===== config.mk =====
export PLATFORM = sky130hd
export DESIGN_NAME = cubic_bisect
export DESIGN_NICKNAME = d
export VERILOG_FILES = /design/src/rtl/cubic_bisect.sv
export SDC_FILE = /design/constraint.sdc
export NUM_CORES = 1
export LEC_CHECK = 0
export ABC_AREA = 0
export BUFFER_PORTS_ARGS = -buffer_cell sky130_fd_sc_hd__buf_2
export CAP_MARGIN = 30
export CORE_ASPECT_RATIO = 1.1
export CORE_MARGIN = 4
export CORE_UTILIZATION = 43
export CTS_BUF_LIST = sky130_fd_sc_hd__clkbuf_4
export DETAILED_ROUTE_END_ITERATION = 12
export PLACE_DENSITY = 0.66
export SLEW_MARGIN = 40
export SYNTH_ARGS = -nofsm -noshare
export SYNTH_HDL_FRONTEND = slang
export SYNTH_SLANG_ARGS = --single-unit

===== constraint.sdc =====
create_clock -name clk -period 8.42 [get_ports clk]
set_input_delay 1.684 -clock clk [delete_from_list [all_inputs] [get_ports clk]]
set_output_delay 1.684 -clock clk [all_outputs]
set_load 0.03 [all_outputs]

===== src/rtl/cubic_bisect.sv =====
// cubic_bisect: bisection root finder wrapped around an external pipelined
// cubic evaluator. It captures a monic cubic and a bracket [lo, hi], then
// evaluates f(lo), f(hi) and ITERS midpoints. The bracket is narrowed on the
// sign of each result, and the final midpoint (or an exact zero) is reported
// in signed Q(WID, FBITS).
module cubic_bisect #(
  parameter int WID   = 16,
  parameter int FBITS = 8,
  parameter int ITERS = 16,
  parameter int LAT   = 2
) (
  input  logic                  clk,
  input  logic                  rst,
  input  logic                  start,
  input  logic signed [WID-1:0] a0,
  input  logic signed [WID-1:0] a1,
  input  logic signed [WID-1:0] a2,
  input  logic signed [WID-1:0] lo,
  input  logic signed [WID-1:0] hi,
  output logic signed [WID-1:0] ev_x,
  output logic signed [WID-1:0] ev_a0,
  output logic signed [WID-1:0] ev_a1,
  output logic signed [WID-1:0] ev_a2,
  input  logic signed [WID-1:0] ev_y,
  output logic                  busy,
  output logic                  done,
  output logic signed [WID-1:0] root,
  output logic                  fail
);

  // Midpoint counter saturates at ITERS. The wait counter runs 0..LAT,
  // so it spans LAT+1 edges.
  localparam int CW = $clog2(ITERS + 1);
  localparam int WW = $clog2(LAT + 2);
  localparam logic [CW-1:0] ITERS_C    = CW'(ITERS);
  localparam logic [CW-1:0] ITERS_LAST = CW'(ITERS - 1);
  localparam logic [WW-1:0] WAIT_LAST  = WW'(LAT);

  // Reject parameter sets the datapath cannot honour.
  if (ITERS < 1 || LAT < 0 || FBITS >= WID) begin : g_param_check
    $error("cubic_bisect: invalid parameters");
  end

  // The issue edge is the edge leaving IDLE or UPDATE; it writes ev_x and
  // enters WAIT. The last WAIT edge is the sample edge, where the decision
  // is taken.
  typedef enum logic [1:0] {
    S_IDLE,
    S_WAIT,
    S_UPDATE
  } state_t;

  // Selects which evaluation the pending ev_y belongs to.
  typedef enum logic [1:0] {
    PH_LO,
    PH_HI,
    PH_MID
  } phase_t;

  state_t                state;
  phase_t                phase;
  logic [WW-1:0]         wait_cnt;
  logic [CW-1:0]         mid_cnt;
  logic signed [WID-1:0] lo_r;
  logic signed [WID-1:0] hi_r;
  logic                  sgn_lo;

  logic signed [WID:0]   diff;
  logic signed [WID-1:0] mid;
  logic                  mid_unused_carry;
  logic                  y_zero;
  logic                  y_neg;

  // Midpoint of the current bracket. The difference is formed one bit wider,
  // so hi_r - lo_r cannot wrap. lo_r + diff/2 always lies inside the bracket,
  // so the extra top bit of the sum is only a sign copy and is dropped.
  always_comb begin
    diff = {hi_r[WID-1], hi_r} - {lo_r[WID-1], lo_r};
    {mid_unused_carry, mid} = {lo_r[WID-1], lo_r} + (diff >>> 1);
  end

  assign y_zero = (ev_y == '0);
  assign y_neg  = ev_y[WID-1];

  // Controller FSM; all outputs are registered here.
  // NOTE: every register below uses non-blocking assignments so all
  // decisions on an edge see the pre-edge values of lo_r, hi_r and ev_x.
  always_ff @(posedge clk or posedge rst) begin
    if (rst) begin
      state    <= S_IDLE;
      phase    <= PH_LO;
      wait_cnt <= '0;
      mid_cnt  <= '0;
      lo_r     <= '0;
      hi_r     <= '0;
      sgn_lo   <= 1'b0;
      ev_x     <= '0;
      ev_a0    <= '0;
      ev_a1    <= '0;
      ev_a2    <= '0;
      busy     <= 1'b0;
      done     <= 1'b0;
      root     <= '0;
      fail     <= 1'b0;
    end else begin
      // NOTE: done is defaulted low every cycle, which makes it a one-cycle
      // pulse without any extra clear logic.
      done <= 1'b0;
      case (state)
        S_IDLE: begin
          if (start) begin
            ev_a0    <= a0;
            ev_a1    <= a1;
            ev_a2    <= a2;
            lo_r     <= lo;
            hi_r     <= hi;
            phase    <= PH_LO;
            mid_cnt  <= '0;
            wait_cnt <= '0;
            if (lo >= hi) begin
              // Empty bracket: report failure at once, with no evaluation.
              done <= 1'b1;
              fail <= 1'b1;
              root <= '0;
              busy <= 1'b0;
            end else begin
              ev_x  <= lo;
              busy  <= 1'b1;
              state <= S_WAIT;
            end
          end
        end

        S_WAIT: begin
          if (wait_cnt != WAIT_LAST) begin
            wait_cnt <= wait_cnt + WW'(1);
          end else begin
            wait_cnt <= '0;
            state    <= S_UPDATE;
            case (phase)
              PH_LO: begin
                if (y_zero) begin
                  root  <= lo_r;
                  fail  <= 1'b0;
                  done  <= 1'b1;
                  busy  <= 1'b0;
                  state <= S_IDLE;
                end else begin
                  sgn_lo <= y_neg;
                  phase  <= PH_HI;
                end
              end
              PH_HI: begin
                if (y_zero) begin
                  root  <= hi_r;
                  fail  <= 1'b0;
                  done  <= 1'b1;
                  busy  <= 1'b0;
                  state <= S_IDLE;
                end else if (y_neg == sgn_lo) begin
                  // No sign change across the bracket.
                  root  <= '0;
                  fail  <= 1'b1;
                  done  <= 1'b1;
                  busy  <= 1'b0;
                  state <= S_IDLE;
                end else begin
                  phase <= PH_MID;
                end
              end
              default: begin
                // ev_x still holds the midpoint that produced this ev_y.
                if (y_neg == sgn_lo) begin
                  lo_r <= ev_x;
                end else begin
                  hi_r <= ev_x;
                end
                if (mid_cnt != ITERS_C) begin
                  mid_cnt <= mid_cnt + CW'(1);
                end
                if (y_zero || mid_cnt == ITERS_LAST) begin
                  root  <= ev_x;
                  fail  <= 1'b0;
                  done  <= 1'b1;
                  busy  <= 1'b0;
                  state <= S_IDLE;
                end
              end
            endcase
          end
        end

        S_UPDATE: begin
          // mid reflects the freshly narrowed bracket; this edge issues it.
          ev_x  <= (phase == PH_HI) ? hi_r : mid;
          state <= S_WAIT;
        end

        default: state <= S_IDLE;
      endcase
    end
  end

endmodule


Word-level counts from Yosys, hierarchy flattened
Index checks and enable logic that the tools add are counted.
- register bits after elaboration: 127
- bits of input ports: 99
- output and inout port bits: 83
- logic and storage cells: 133
- $add $sub $neg: 4
- order comparisons: 1
- equal/unequal tests: 22
- muxes and demuxes: 71
- bitwise gates (word level): 2
- reduce and logical (&&, ||, !) cells: 18
- operators by type and width (kind ; count):
    $mux W16 ; 18
    $pmux W16 S2 ; 5
    $mux W2 ; 13
    $mux W5 ; 4
    $mux W1 ; 19
    $ne A2 B2 Y1 const B ; 9
    $sub A16 B16 Y17 ; 1
    $add A16 B16 Y16 ; 1
    $ge A16 B16 Y1 ; 1
    $logic_not A16 Y1 ; 1
    $pmux W2 S2 ; 4
    $ne A3 B3 Y1 const B ; 5
    $reduce_and A5 Y1 ; 3
    $reduce_and A7 Y1 ; 2
    $pmux W1 S2 ; 6
    $pmux W5 S2 ; 1
    $ne A4 B4 Y1 const B ; 2
    $pmux W2 S3 ; 1
    $reduce_and A3 Y1 ; 2
    $reduce_and A6 Y1 ; 1
    $add A5 B1 Y5 const B ; 1
    $eq A5 B4 Y1 const B ; 1
    $ne A5 B5 Y1 const B ; 1
    $eq A2 B1 Y1 const B ; 2
    10 further kinds ; 14

Longest topological paths before layout
- depth after elaboration: 6
- mapped depth: 17
- mapped depth without buffers: 17

Worst setup path after synthesis
No wires, ideal clock.
- kind: input-to-reg
- start point: input port hi[13]
- end point: register ev_x[13]
- library setup time: 0.137 ns
- arrival: 3.458 ns
- required time: 8.283 ns
- slack: 4.825 ns
- cell stages on the path: 9
- buffers on the path: 1
- cell sequence: inv_1 > ha_1 > a21o_1 > a2111oi_4 > nand4_2 > a21oi_4 > buf_8 > mux2i_1 > a21oi_1
- longest elaborated chain between the ends: 3
- ends and longest elaborated chain (what ; RTL line ; text):
    start: declaration ; 19 ; input logic signed [WID-1:0] hi,
    $ge A16 B16 Y1 ; 120 ; if (lo >= hi) begin
    $ne A2 B2 Y1 (no source line) ; n/a ;
    $reduce_and A3 Y1 (no source line) ; n/a ;
    end signal: assignment ; 127 ; ev_x <= lo;
    end signal: assignment ; 195 ; ev_x <= (phase == PH_HI) ? hi_r : mid;
    end: declaration ; 20 ; output logic signed [WID-1:0] ev_x,
Every way passes these cells.
A chain may end at the register's enable or synchronous reset.

Final worst setup path
- start point: register lo_r[0]
- end point: register ev_x[15]
- longest elaborated chain between the ends: 4
- ends and longest elaborated chain (what ; RTL line ; text):
    start: declaration ; 64 ; logic signed [WID-1:0] lo_r;
    start signal: assignment ; 115 ; lo_r <= lo;
    start signal: assignment ; 174 ; lo_r <= ev_x;
    $sub A16 B16 Y17 ; 78 ; diff = {hi_r[WID-1], hi_r} - {lo_r[WID-1], lo_r};
    $add A16 B16 Y16 * ; 79 ; {mid_unused_carry, mid} = {lo_r[WID-1], lo_r} + (diff >>> 1);
    $mux W16 * ; 195 ;
    $pmux W16 S2 * ; 109 ; case (state)
Mark *: on every way between the ends. The rest lies on a longest branch, timed or not.

==> Implementation_results.wiki <==
{| class="wikitable"
! Metric !! Value
|-
| Number of distinct standard cells referenced by the synthesized netlist || 55
|-
| Synth cell count leaders || dfrtp_1 (127), nand2_1 (62), a21oi_1 (59), o21ai_0 (58)
|-
| Dominant cell type by count on the critical path || a21oi_1
|-
| Core region area || 0.0172 mm2
|-
| Total congestion overflow || 0
|-
| Headroom to the max-slew limit || 44.6%
|-
| Filler Cell Count || 1,591
|-
| Startpoint type of the worst setup path || flip-flop
|-
| Final setup violation count || 0
|-
| Post-synthesis cell type with the largest combined area || dfrtp_1
|-
| DIE HEIGHT || 148 um
|-
| Count of state elements after synthesis || 127
|-
| Area growth from synthesis to layout || 18.9%
|-
| Clock Root Buffer || clkbuf_4
|-
| Total die area || 0.0200 mm2
|-
| Outcome || finished clean
|-
| Overall via count from detail_route || 6,583
|-
| Required time at the endpoint of the critical path || 8.87 ns
|-
| Depth of the worst register-to-register path || 16
|-
| Clock edge transition at the registers on the reported setup and hold paths || 0.11 ns
|-
| Layout Cell Area excl Fill || 0.00908 mm2
|-
| Uppermost layer routed || met4
|-
| PostCTS Resize Cnt || 0
|-
| Initial antenna violation count || 1
|-
| Netlist area before placement || 0.00764 mm2
|-
| I/O pin cnt || 182
|-
| Crit. Startpoint || lo_r[0]
|-
| Worst Hold Class || reg2reg
|-
| Pin count of the biggest net entering global routing || 79
|-
| Length of routed met2 wiring || 10,700 um
|-
| Synthesized Nets || 934
|-
| Cell-by-cell listing of the critical path || nor2b_1 > fa_1 > nand2b_1 > a21oi_1 > nor3_2 > o31ai_1 > a21o_1 > mux2_2 > a211oi_1 > ha_1 > a21oi_1 > nor2_1 > a311oi_1 > nand3_1 > a31o_2 > nor3_1
|-
| CTS H-tree lvls || 4
|-
| Number of clock sinks || 127
|-
| Number of stages on the worst hold path || 1
|-
| Clock insertion delay at the later pin of the skew report || 0.55 ns
|-
| Row count || 50
|-
| Dominant cell by count in the synthesized netlist || dfrtp_1
|-
| Overall die width || 135 um
|-
| Post-synth EDFFs || 0
|-
| Average cell area after synthesis || 9.76 um2
|-
| Worst Max-Slew Pin Slew || 0.830 ns
|-
| Number of hold-slack violations in the final timing report || 0
|-
| First-pass GRT wire length || 36,300 um
|-
| Setup clock skew after layout || 0.0162 ns
|-
| Startpoint-to-endpoint class of the critical path || reg2reg
|-
| Maximum capacitance violations || 0
|-
| Post-layout minimum cycle time || 4.17 ns
|-
| Share of cells above drive strength 1 || 30.0%
|-
| # hold bufs at CTS || 0
|-
| Via count of the first global-routing pass || 6,868
|-
| Setup repair bufs after CTS || 0
|-
| Largest fanout on the critical path || 6
|-
| RSZ-0062 raised after global routing || no
|-
| Max-slew violation count || 0
|-
| Leading cell types by total area after synthesis || dfrtp_1 (42%), ha_1 (8.4%), mux2_2 (7.5%)
|-
| 1st-pass router iterations || 4
|-
| Largest buffer count on any clock path || 2
|-
| Remaining antenna violation count || 0
|-
| Type of destination of the critical path || flip-flop
|-
| Port Buffer Count || 181
|-
| Post-synthesis async set-or-reset flop share || 100%
|-
| Total detailed-routing wirelength || 22,400 um
|-
| Warnings, synthesis || 0
|-
| Final standard cell utilization of the core || 52.8%
|-
| Levels on crit path || 16
|-
| GR Util All Layers || 23.2%
|-
| Prevailing post-synth register cell || dfrtp_1
|-
| Initial Util || 44.4%
|-
| Wire per inst || 18.6 um
|-
| Ratio of final minimum period to clock period || 49.5%
|-
| Routability congestion estimate from global placement || 0.904
|-
| Clock tree from TritonCTS || built
|-
| Family of cells with the greatest summed delay on the critical path || compound AO/OA/AOI/OAI gates
|-
| Post-route setup TNS || 0 ns
|-
| Post-detail-place hpwl || 16,800 um
|-
| Number of instances in the synthesized netlist || 782
|-
| NumNets Final || 1,106
|-
| Yosys top cell area share || 41.6%
|-
| Detail Route met3 WL || 1740 um
|-
| Final routed DRC violation total || 0
|-
| Metal-1 WL || 9290 um
|-
| Slowest stage cell on the critical path || dfrtp_1
|-
| Fraction of the yosys area taken by sequential cells || 41.6%
|-
| Vias per cell || 5.48
|-
| Min-Delay Startpoint || root[15]
|-
| CTS buffer count || 17
|-
| FF-to-FF Start || lo_r[0]
|-
| Highest achievable clock rate || 240 MHz
|-
| Number of buffer and inverter instances along the worst setup path || 0
|-
| Delay of the slowest cell on the worst path || 0.43 ns
|-
| CP arrival || 4.62 ns
|-
| Number of DRC markers in iteration 0 || 363
|-
| Post-place instance area || 0.00878 mm2
|}
-- worst reg2reg max path, delay by kind of cell (launching register included) --
| kind | cells | cell delay (ns) |
|---|---|---|
| adder cells (fa/ha/maj) | 2 | 0.76 |
| AO/OA/AOI/OAI | 7 | 1.73 |
| flip-flops | 1 | 0.43 |
| multiplexers | 1 | 0.33 |
| AND/OR/NAND/NOR | 6 | 0.86 |
-- through the flow --
stage	hold WS (ns)	cells	worst slack (ns)
final	0.500	1202	4.25
after global routing	0.529	1202	3.86
after CTS	0.505	1201	4.27
after detailed placement	0.473	1169	4.19
after global placement	0.468	1167	4.04
after floorplan	0.471	782	3.35
-- final timing paths --
kind	to	slack, ns
setup / recovery	ev_x[15]	4.25
hold / removal	root[15]	0.50
setup reg to reg	ev_x[15]	4.25
hold reg to reg	root[15]	0.50
max in group asynchronous	phase[0]	6.02
min in group asynchronous	ev_a1[10]	1.21
-- layout by cell type (no fill, tap or decap), types with 12 or more instances in the layout --
cell / netlist / final
a211oi_1: 27 / 27
a21o_1: 13 / 13
a21oi_1: 59 / 59
and2_1: 18 / 18
buf_2: 2 / 181
clkbuf_4: 0 / 18
dfrtp_1: 127 / 126
ha_1: 51 / 51
inv_1: 49 / 48
mux2_2: 51 / 51
mux2i_1: 29 / 29
nand2_1: 62 / 61
nand3_1: 23 / 23
nor2_1: 33 / 32
nor3_1: 13 / 13
o21ai_0: 58 / 58
o2bb2ai_1: 16 / 16
xnor2_1: 13 / 13
xor2_1: 12 / 12
-- flip-flops by register name (all words and copies together), names as in the netlist --
name,count
lo_r,16
done,1
phase,2
busy,1
ev_a2,16
fail,1
hi_r,16
root,16
ev_a0,16
mid_cnt,5
ev_x,16
ev_a1,16
wait_cnt,2
state,2
sgn_lo,1
-- layer usage --
layer | track usage [%] | vias up
met3 | 7.83 | 47
met5 | 0 | -
met1 | 28.1 | 3142
li1 | - | 3167
met2 | 38.0 | 227
met4 | 9.17 | 0
-- layout make-up --
class	instances	area, um2	share of cell area, %
clock buffers	18	135	1.49
clock inverters	14	156	1.72
inverters	49	186	2.05
flip-flops and latches	127	3180	35.0
diodes	1	2.50	0.0276
repair buffers	189	981	10.8
multi-input cells	570	4150	45.7
well taps	234	293	3.22
-- logic make-up (layout without fill, tap and decap cells) --
logic type,count (synthesis),after routing,synth area share [%]
AO/OA/AOI/OAI,219,219,18.4
XOR/XNOR,25,25,2.87
adder cells (fa/ha/maj),53,53,8.88
buffers and inverters,85,270,4.46
flip-flops,127,127,41.6
multiplexers,80,80,11.3
other,0,1,0
AND/OR/NAND/NOR,193,193,12.5
Power is not shown: default switching activity piles up to over one toggle a cycle in this logic, so the estimate is an artifact.
